File: config.mk
export PLATFORM = sky130hd
export DESIGN_NAME = soc_noc_loopback_endpoint
export DESIGN_NICKNAME = d
export VERILOG_FILES = /design/src/rtl/soc_noc_loopback_pkg.sv /design/src/rtl/soc_noc_loopback_buffer.sv /design/src/rtl/soc_noc_loopback_endpoint.sv
export SDC_FILE = /design/constraint.sdc
export NUM_CORES = 1
export LEC_CHECK = 0
export ABC_CLOCK_PERIOD_IN_PS = 2850
export BUFFER_PORTS_ARGS = -buffer_cell sky130_fd_sc_hd__buf_2
export CORE_UTILIZATION = 30
export DETAILED_ROUTE_END_ITERATION = 6
export GPL_ROUTABILITY_DRIVEN = 0
export PLACE_DENSITY = 0.47
export SYNTH_ARGS = -nofsm -noshare
export SYNTH_HDL_FRONTEND = slang
export SYNTH_SLANG_ARGS = --single-unit
File: constraint.sdc
create_clock -name clk -period 2.85 [get_ports clk]
set_clock_uncertainty 0.05 [all_clocks]
set_input_delay 0.4275 -clock clk [delete_from_list [all_inputs] [get_ports clk]]
set_output_delay 0.4275 -clock clk [all_outputs]
set_load 0.03 [all_outputs]
File: src/rtl/soc_noc_loopback_pkg.sv
// Shared types, header field constants and the header swap helper.
package soc_noc_loopback_pkg;

    localparam int HDR_FIELD_W  = 5;
    localparam int HDR_WORD_W   = 32;
    localparam int DEST_MSB_DEF = 31;
    localparam int SRC_MSB_DEF  = 23;

    typedef enum logic {
        RECV = 1'b0,
        SEND = 1'b1
    } state_t;

    // Both fields sit in the low 32-bit header word; all other bits pass through.
    function automatic logic [HDR_WORD_W-1:0] hdr_swap(
        input logic [HDR_WORD_W-1:0] flit,
        input int                    dest_msb,
        input int                    src_msb
    );
        logic [HDR_WORD_W-1:0]  res;
        logic [HDR_FIELD_W-1:0] dest;
        logic [HDR_FIELD_W-1:0] src;
        dest = flit[dest_msb -: HDR_FIELD_W];
        src  = flit[src_msb  -: HDR_FIELD_W];
        res  = flit;
        res[dest_msb -: HDR_FIELD_W] = src;
        res[src_msb  -: HDR_FIELD_W] = dest;
        return res;
    endfunction

endpackage

File: src/rtl/soc_noc_loopback_buffer.sv
// Packet buffer: BUF_FLITS x FLIT_WIDTH registers, sync write, async read.
// Latency: write visible the cycle after wr_en; read is combinational. No backpressure.
module soc_noc_loopback_buffer #(
    parameter int FLIT_WIDTH = 32,
    parameter int BUF_FLITS  = 16,
    parameter int AW         = $clog2(BUF_FLITS)
) (
    input  logic                  clk,
    input  logic                  wr_en,
    input  logic [AW-1:0]         wr_addr,
    input  logic [FLIT_WIDTH-1:0] wr_dat,
    input  logic [AW-1:0]         rd_addr,
    output logic [FLIT_WIDTH-1:0] rd_dat
);

    logic [FLIT_WIDTH-1:0] mem [BUF_FLITS];

    always_ff @(posedge clk) begin
        if (wr_en) begin
            mem[wr_addr] <= wr_dat;
        end
    end

    assign rd_dat = mem[rd_addr];

endmodule

File: src/rtl/soc_noc_loopback_endpoint.sv
// NoC loopback endpoint: buffers one packet, swaps dest/src in the header, replays it.
// Latency: first replay flit valid 1 cycle after in_last accepted. Input never stalls in RECV;
// replay holds while out_ready=0. Optional SOC_NOC_LOOPBACK_DROP_EN adds drop_mode (pure sink).
module soc_noc_loopback_endpoint
    import soc_noc_loopback_pkg::*;
#(
    parameter int FLIT_WIDTH = 32,
    parameter int BUF_FLITS  = 16,
    parameter int DEST_MSB   = DEST_MSB_DEF,
    parameter int SRC_MSB    = SRC_MSB_DEF
) (
    input  logic                  clk,
    input  logic                  rst,
`ifdef SOC_NOC_LOOPBACK_DROP_EN
    input  logic                  drop_mode,
`endif
    input  logic [FLIT_WIDTH-1:0] in_flit,
    input  logic                  in_last,
    input  logic                  in_valid,
    output logic                  in_ready,
    output logic [FLIT_WIDTH-1:0] out_flit,
    output logic                  out_last,
    output logic                  out_valid,
    input  logic                  out_ready,
    output logic [15:0]           pkt_count,
    output logic                  err_oversize
);

    localparam int AW = $clog2(BUF_FLITS);
    localparam int PW = AW + 1;
    localparam logic [PW-1:0] FULL = PW'(BUF_FLITS);
    localparam logic [PW-1:0] ONE  = PW'(1);

    state_t                state_q, state_d;
    logic [PW-1:0]         wr_ptr;
    logic [AW-1:0]         rd_ptr;
    logic [PW-1:0]         len;
    logic [15:0]           pkt_cnt_q;
    logic                  err_q;
    logic                  drop;
    logic                  in_hs, out_hs, buf_full, wr_en, end_in;
    logic [FLIT_WIDTH-1:0] rd_dat;
    logic [FLIT_WIDTH-1:0] hdr_dat;

`ifdef SOC_NOC_LOOPBACK_DROP_EN
    assign drop = drop_mode;
`else
    assign drop = 1'b0;
`endif

    assign in_ready  = (state_q == RECV) && !rst;
    assign out_valid = (state_q == SEND);
    assign in_hs     = in_valid && in_ready;
    assign out_hs    = out_valid && out_ready;
    assign buf_full  = (wr_ptr == FULL);
    assign wr_en     = in_hs && !buf_full;
    assign end_in    = in_hs && in_last;

    soc_noc_loopback_buffer #(
        .FLIT_WIDTH (FLIT_WIDTH),
        .BUF_FLITS  (BUF_FLITS),
        .AW         (AW)
    ) u_buf (
        .clk     (clk),
        .wr_en   (wr_en),
        .wr_addr (wr_ptr[AW-1:0]),
        .wr_dat  (in_flit),
        .rd_addr (rd_ptr),
        .rd_dat  (rd_dat)
    );

    generate
        if (FLIT_WIDTH > HDR_WORD_W) begin : g_hdr_wide
            assign hdr_dat = {rd_dat[FLIT_WIDTH-1:HDR_WORD_W],
                              hdr_swap(rd_dat[HDR_WORD_W-1:0], DEST_MSB, SRC_MSB)};
        end else begin : g_hdr_narrow
            assign hdr_dat = hdr_swap(rd_dat, DEST_MSB, SRC_MSB);
        end
    endgenerate

    always_comb begin
        out_flit = '0;
        out_last = 1'b0;
        if (state_q == SEND) begin
            out_flit = (rd_ptr == '0) ? hdr_dat : rd_dat;
            out_last = ({1'b0, rd_ptr} == (len - ONE));
        end
    end

    always_comb begin
        state_d = state_q;
        case (state_q)
            RECV:    if (end_in && !drop)     state_d = SEND;
            SEND:    if (out_hs && out_last)  state_d = RECV;
            default: state_d = RECV;
        endcase
    end

    always_ff @(posedge clk or posedge rst) begin
        if (rst) begin
            state_q <= RECV;
        end else begin
            state_q <= state_d;
        end
    end

    always_ff @(posedge clk or posedge rst) begin
        if (rst) begin
            wr_ptr    <= '0;
            rd_ptr    <= '0;
            len       <= '0;
            pkt_cnt_q <= '0;
            err_q     <= 1'b0;
        end else begin
            if (wr_en) begin
                wr_ptr <= wr_ptr + ONE;
            end
            // A discarded overflow flit still terminates the packet.
            if (end_in) begin
                len <= buf_full ? wr_ptr : (wr_ptr + ONE);
                if (drop) begin
                    wr_ptr    <= '0;
                    pkt_cnt_q <= pkt_cnt_q + 16'd1;
                end
            end
            if (in_hs && buf_full && !in_last) begin
                err_q <= 1'b1;
            end
            if (out_hs) begin
                if (out_last) begin
                    rd_ptr    <= '0;
                    wr_ptr    <= '0;
                    pkt_cnt_q <= pkt_cnt_q + 16'd1;
                end else begin
                    rd_ptr <= rd_ptr + 1'b1;
                end
            end
        end
    end

    assign pkt_count    = pkt_cnt_q;
    assign err_oversize = err_q;

endmodule

==> results of run 1 <==
routing by layer:
layer	vias up	share of wire	global-route usage
met5	-	0.00074	0
met4	6	0.015	0.0321
met3	74	0.042	0.0311
met2	204	0.48	0.247
met1	5836	0.46	0.212
li1	4749	-	-
cells in the mapped netlist (11+ instances only):
cell        n  area share
a211oi_1   22      0.0077
a311oi_1   22      0.0090
and2_1     17      0.0050
buf_2      21      0.0049
clkbuf_1   30      0.0053
dfrtp_1    32       0.037
edfxtp_1  512        0.72
mux2i_1    17      0.0080
mux4_2    128        0.13
nand2_1    86       0.015
nand3_1    11      0.0026
nor2_1     14      0.0025
nor2b_1    22      0.0064
xnor2_1    15      0.0061
xor2_1     12      0.0049
where the power goes:
part           leakage (nW)  internal (mW)  switching, mW
sequential             5.02           8.99          0.278
clock                 0.881           4.01           3.09
combinational          2.92           4.49           4.80
logic make-up after synthesis:
kind of cell / after synthesis
buffers and inverters: 67
and+or+nand+nor: 177
AOI/OAI and AO/OA: 80
DFF: 544
xor gates and xnor gates: 27
adders and majority gates: 8
muxes: 145
flip-flops by register name, summed over array words and instances, names as in the netlist:
name	count
rd_ptr	4
len	5
pkt_count	16
err_oversize	1
wr_ptr	5
u_buf.mem	512
out_valid	1
metrics by stage:
step	TNS (ns)	setup WS, ns	util
after floorplan	0	0.00426	-
after global placement	0	0.102	0.339
after detailed placement	0	0.0851	0.339
after CTS	-10.04	-0.367	0.379
after global routing	-11.03	-0.412	0.380
final	-7.85	-0.320	0.380
cell type report:
cell class,instances,area [um^2],share of cell area
clock inverter,33,193,0.00721
timing repair buffer,208,2190,0.0819
multi-input combinational,437,5350,0.200
inverter,9,33.8,0.00126
sequential,544,16200,0.606
tap,940,1180,0.0440
clock buffer,79,1590,0.0596
timing repair:
action | 4_1_cts | 5_1_grt
gates cloned | 6 | 1
endpoints found under the setup margin | 33 | 33
endpoints found under the hold margin | 9 | 0
hold buffers | 2 | 0
pin swaps | 42 | 15
gates resized for setup | 132 | 25
setup buffers | 34 | 2
worst min-delay path by stage:
stage | from | endpoint | depth (start not counted)
floorplan | len[1]$_DFFE_PP0P_ | len[1]$_DFFE_PP0P_ | 2
global placement | rst | err_oversize$_DFFE_PP0P_ | 2
detailed placement | rst | err_oversize$_DFFE_PP0P_ | 2
CTS | in_flit[5] | u_buf.mem[4][5]$_DFFE_PP_ | 1
global route | in_flit[24] | u_buf.mem[2][24]$_DFFE_PP_ | 1
finish | in_flit[5] | u_buf.mem[4][5]$_DFFE_PP_ | 1
==> results.sh, run 1 <==
export IMPL_worst_path_buf_inv=3
export IMPL_peakVddDrop_v=0.000557
export IMPL_cts_root_buf="clkbuf_16"
export IMPL_synth_avg_cell_area_um2=20.4
export IMPL_path_delay_family="multiplexers"
export IMPL_antenna_left=0
export IMPL_antenna_found_initial=3
export IMPL_crit_type="reg2out"
export IMPL_design_area_um2=26700
export IMPL_r2r_cells=4
export IMPL_cp_start_kind="flip-flop"
export IMPL_core_um2=70300
export IMPL_drcViolationCount=0
export IMPL_cts_sinks=544
export IMPL_holdWs_ns=0.130
export IMPL_syn2layout_area_growth_pct=25.0
export IMPL_run_status="complete, but fails checks"
export IMPL_final_min_clock_period_ns=3.17
export IMPL_violations="setup timing"
export IMPL_slew_headroom=0.669
export IMPL_synth_top_family_by_area="multiplexers"
export IMPL_die_x_um=269
export IMPL_core_rowCount=97
export IMPL_rsz0062_at_grt="true"
export IMPL_vias_per_cell=4.83
export IMPL_muxShareOfSynthArea=0.143
export IMPL_die_area_um2=72300
export IMPL_synth_nets=1093
export IMPL_slew_violations=0
export IMPL_fin_total_pwr_mw=25.7
export IMPL_cp_arrival_ns=2.69
export IMPL_clock_latency_ns=0.61
export IMPL_cap_violations=0
export IMPL_cp_startpoint="rd_ptr[0]$_DFFE_PP0P_"
export IMPL_mostFrequentLayoutCell="edfxtp_1"
export IMPL_crit_cells=7
export IMPL_synth_compound_area_frac=0.0299
export IMPL_synth_ff_type="edfxtp_1"
export IMPL_async_flop_share=0.0588
export IMPL_io_pins=89
export IMPL_fmax_mhz=315
export IMPL_crit_required_ns=2.37
export IMPL_via_count=10869
export IMPL_grt_pass1_wl_um=79300
export IMPL_n_antenna_cell=0
export IMPL_hold_viol=0
export IMPL_grt_usage=0.152
export IMPL_clk_pin_slew_ns=0.06
export IMPL_firstDrtPassIters=5
export IMPL_ys_types=47
export IMPL_ys_ff_latch=544
export IMPL_wl_per_cell_um=24.0
export IMPL_drt_iter0_markers=860
export IMPL_cts_max_level=2
export IMPL_hold_class="in2reg"
export IMPL_power_density_nw_per_um2=960
export IMPL_ys_seq_area_frac=0.757
export IMPL_final_cell_count_no_fill=2250
export IMPL_path_cells="buf_12, buf_16, mux4_2, mux2i_1, o22ai_1, a31o_2, buf_6"
export IMPL_die_h_um=269
export IMPL_cts_tree="yes"
export IMPL_synthXorXnorAreaFrac=0.0111
export IMPL_synth_edf_count=512
export IMPL_crit_fanout=8
export IMPL_overflow=0
export IMPL_mostFrequentLayoutCells="edfxtp_1, mux4_2, nand2_1"
export IMPL_cp_endpoint="out_flit[21]"
export IMPL_drive_gt1_frac=0.386
export IMPL_place_area_um2=23800
export IMPL_worst_slew_pin_slew_ns=0.495
export IMPL_start_util=0.304
export IMPL_fin_nets=1305
export IMPL_crit_path_end_kind="output pin"
export IMPL_numCtsBuffers=60
export IMPL_critPathSlowestCell="dfrtp_4"
export IMPL_dp_hpwl_um=30100
export IMPL_place_inst=2098
export IMPL_fill_cells=6363
export IMPL_yosys_area_share_adder=0.00468
export IMPL_synthSimpleGateAreaFrac=0.0404
export IMPL_max_stage_delay_ns=0.55
export IMPL_setup_violations=32
export IMPL_r2r_slack_ns=0.41
export IMPL_leakage_nw=8.82
export IMPL_wl_um=54000
export IMPL_clk_path_buf_depth=3
export IMPL_r2r_end="u_buf.mem[5][16]$_DFFE_PP_"
export IMPL_postSynthCellCount=1048
export IMPL_synth_warnings=0
export IMPL_r2r_start="out_valid$_DFF_PP0_"
export IMPL_syn_area_um2=21400
export IMPL_io_buffers=88
export IMPL_grt_pass1_vias=11434
export IMPL_worst_slack_ns=-0.320
export IMPL_finalCritPeriodShare=1.11
export IMPL_grt_max_degree=29
Power figures use the tool's default switching activity.
==> run 2, diff against run 1 <==
--- a/config.mk
+++ b/config.mk
@@ -8,6 +8,7 @@
 export ABC_CLOCK_PERIOD_IN_PS = 2850
 export BUFFER_PORTS_ARGS = -buffer_cell sky130_fd_sc_hd__buf_2
 export CORE_UTILIZATION = 30
+export CTS_BUF_LIST = sky130_fd_sc_hd__clkbuf_8
 export DETAILED_ROUTE_END_ITERATION = 6
 export GPL_ROUTABILITY_DRIVEN = 0
 export PLACE_DENSITY = 0.47
==> run 2 against run 1 <==
  * The run still ends with setup timing left
  * Non-clock buffer count up 4
  * Critical path depth up 1
  * Worst setup slack got worse by 0.047 ns
  * Fmax is 1.5% lower
  * Hold slack got worse by 0.057 ns
  * Register-to-register slack improved by 0.06 ns
  * Cell area grew 0.30%
  * First-iteration DRC count down 9.1%
  * Critical path type unchanged
  * Clock power decreased by 8.0%
  * Utilization grew 0.11 points
  * Combinational power increased by 3.4%
  * Largest power group unchanged
  * Sequential share of layout area is 0.18 points lower
==> results.sh, run 2 (synthesized netlist as in run 1, its figures left out) <==
export IMPL_antenna_found_initial=4
export IMPL_slew_violations=0
export IMPL_peakVddDrop_v=0.000601
export IMPL_fin_setup_tns_ns=-8.92
export IMPL_die_h_um=269
export IMPL_setup_violations=32
export IMPL_overflow=0
export IMPL_grt_max_degree=29
export IMPL_fmax_mhz=311
export IMPL_cts_max_level=3
export IMPL_slew_headroom=0.677
export IMPL_largest_register="u_buf.mem"
export IMPL_final_cell_count_no_fill=2306
export IMPL_start_util=0.304
export IMPL_fin_total_pwr_mw=25.4
export IMPL_place_ws_ns=0.0851
export IMPL_power_density_nw_per_um2=947
export IMPL_core_um2=70300
export IMPL_mostFrequentLayoutCells="edfxtp_1, mux4_2, clkbuf_8"
export IMPL_hold_class="in2reg"
export IMPL_cts_root_buf="clkbuf_8"
export IMPL_firstDrtPassIters=5
export IMPL_multi_input_area_um2=5430
export IMPL_drt_iter0_markers=782
export IMPL_design_area_um2=26800
export IMPL_place_inst=2098
export IMPL_cap_violations=0
export IMPL_grt_pass1_vias=11841
export IMPL_antenna_left=0
export IMPL_mostFrequentLayoutCell="edfxtp_1"
export IMPL_run_status="complete, but fails checks"
export IMPL_die_area_um2=72300
export IMPL_worst_slew_pin_slew_ns=0.483
export IMPL_wl_um=55100
export IMPL_syn2layout_area_growth_pct=25.4
export IMPL_largest_reg_flops=512
export IMPL_final_min_clock_period_ns=3.22
export IMPL_crit_fanout=5
export IMPL_clk_path_buf_depth=3
export IMPL_worst_slack_ns=-0.367
export IMPL_hold_viol=0
export IMPL_leakage_nw=8.94
export IMPL_dp_hpwl_um=30100
export IMPL_clock_latency_ns=0.67
export IMPL_n_antenna_cell=0
export IMPL_numCtsBuffers=92
export IMPL_drcViolationCount=0
export IMPL_core_rowCount=97
export IMPL_rsz0062_at_grt="true"
export IMPL_io_pins=89
export IMPL_drive_gt1_frac=0.404
export IMPL_via_count=11110
export IMPL_grt_pass1_wl_um=79900
export IMPL_violations="setup timing"
export IMPL_clk_pin_slew_ns=0.06
export IMPL_cp_arrival_ns=2.74
export IMPL_crit_type="reg2out"
export IMPL_fin_nets=1341
export IMPL_wl_per_cell_um=23.9
export IMPL_cts_tree="yes"
export IMPL_io_buffers=88
export IMPL_grt_usage=0.155
export IMPL_crit_required_ns=2.37
export IMPL_cts_sinks=544
export IMPL_cp_start_kind="flip-flop"
export IMPL_crit_path_end_kind="output pin"
export IMPL_place_area_um2=23800
export IMPL_finalCritPeriodShare=1.13
export IMPL_fill_cells=6389
export IMPL_seq_area_um2=16200
export IMPL_vias_per_cell=4.82
export IMPL_die_x_um=269
## run 2: timing repair
item | in CTS | in global routing
resized for setup | 148 | 31
gates cloned | 6 | 2
pin swaps | 35 | 18
buffers inserted | 29 | 8
hold buffers | 2 | 0
hold endpoints to repair | 9 | 0
setup endpoints to repair | 33 | 33
## run 2: final timing paths
| kind | start | to | slack (ns) | depth (start not counted) |
|---|---|---|---|---|
| max | rd_ptr[0]$_DFFE_PP0P_ | out_flit[17] | -0.37 | 8 |
| min | in_flit[5] | u_buf.mem[1][5]$_DFFE_PP_ | 0.07 | 1 |
| max reg2reg | out_valid$_DFF_PP0_ | u_buf.mem[5][16]$_DFFE_PP_ | 0.47 | 4 |
| min reg2reg | pkt_count[15]$_DFFE_PP0P_ | pkt_count[15]$_DFFE_PP0P_ | 0.41 | 1 |
| max in group asynchronous | rst | rd_ptr[0]$_DFFE_PP0P_ | 1.84 | 4 |
| min in group asynchronous | rst | pkt_count[11]$_DFFE_PP0P_ | 0.27 | 3 |
## run 2: through the flow
step / util / hold slack, ns
6_report: 0.381 / 0.0735
5_1_grt: 0.381 / 0.0378
4_1_cts: 0.378 / 0.00204
3_5_place_dp: 0.339 / 0.389
3_3_place_gp: 0.339 / 0.389
2_1_floorplan: - / 0.423
## run 2: worst max-delay path: stages (launching register included)
cell and delay [ns]:
dfrtp_4 0.43, buf_8 0.18, buf_12 0.17, buf_12 0.13
buf_4 0.11, mux4_2 0.50, a211oi_2 0.25, a311oi_2 0.08
buf_4 0.20
## run 2: layer usage
| layer | part of all wire | track usage | wire length [um] |
|---|---|---|---|
| met2 | 0.49 | 0.250 | 26800 |
| met5 | 0.0010 | 0 | 56 |
| met1 | 0.45 | 0.210 | 24900 |
| met3 | 0.045 | 0.0302 | 2500 |
| met4 | 0.015 | 0.0464 | 848 |
## run 2: layout make-up
cell class	count	area share
sequential	544	0.604
clock buffer	97	0.0498
tap	940	0.0439
inverter	9	0.00126
multi-input combinational	437	0.202
clock inverter	67	0.0135
timing repair buffer	212	0.0850
## run 2: report_power, final
group	total, mW	internal (mW)	switching, mW
logic	9.62	4.67	4.95
registers	9.24	8.99	0.257
clock network	6.52	3.41	3.12
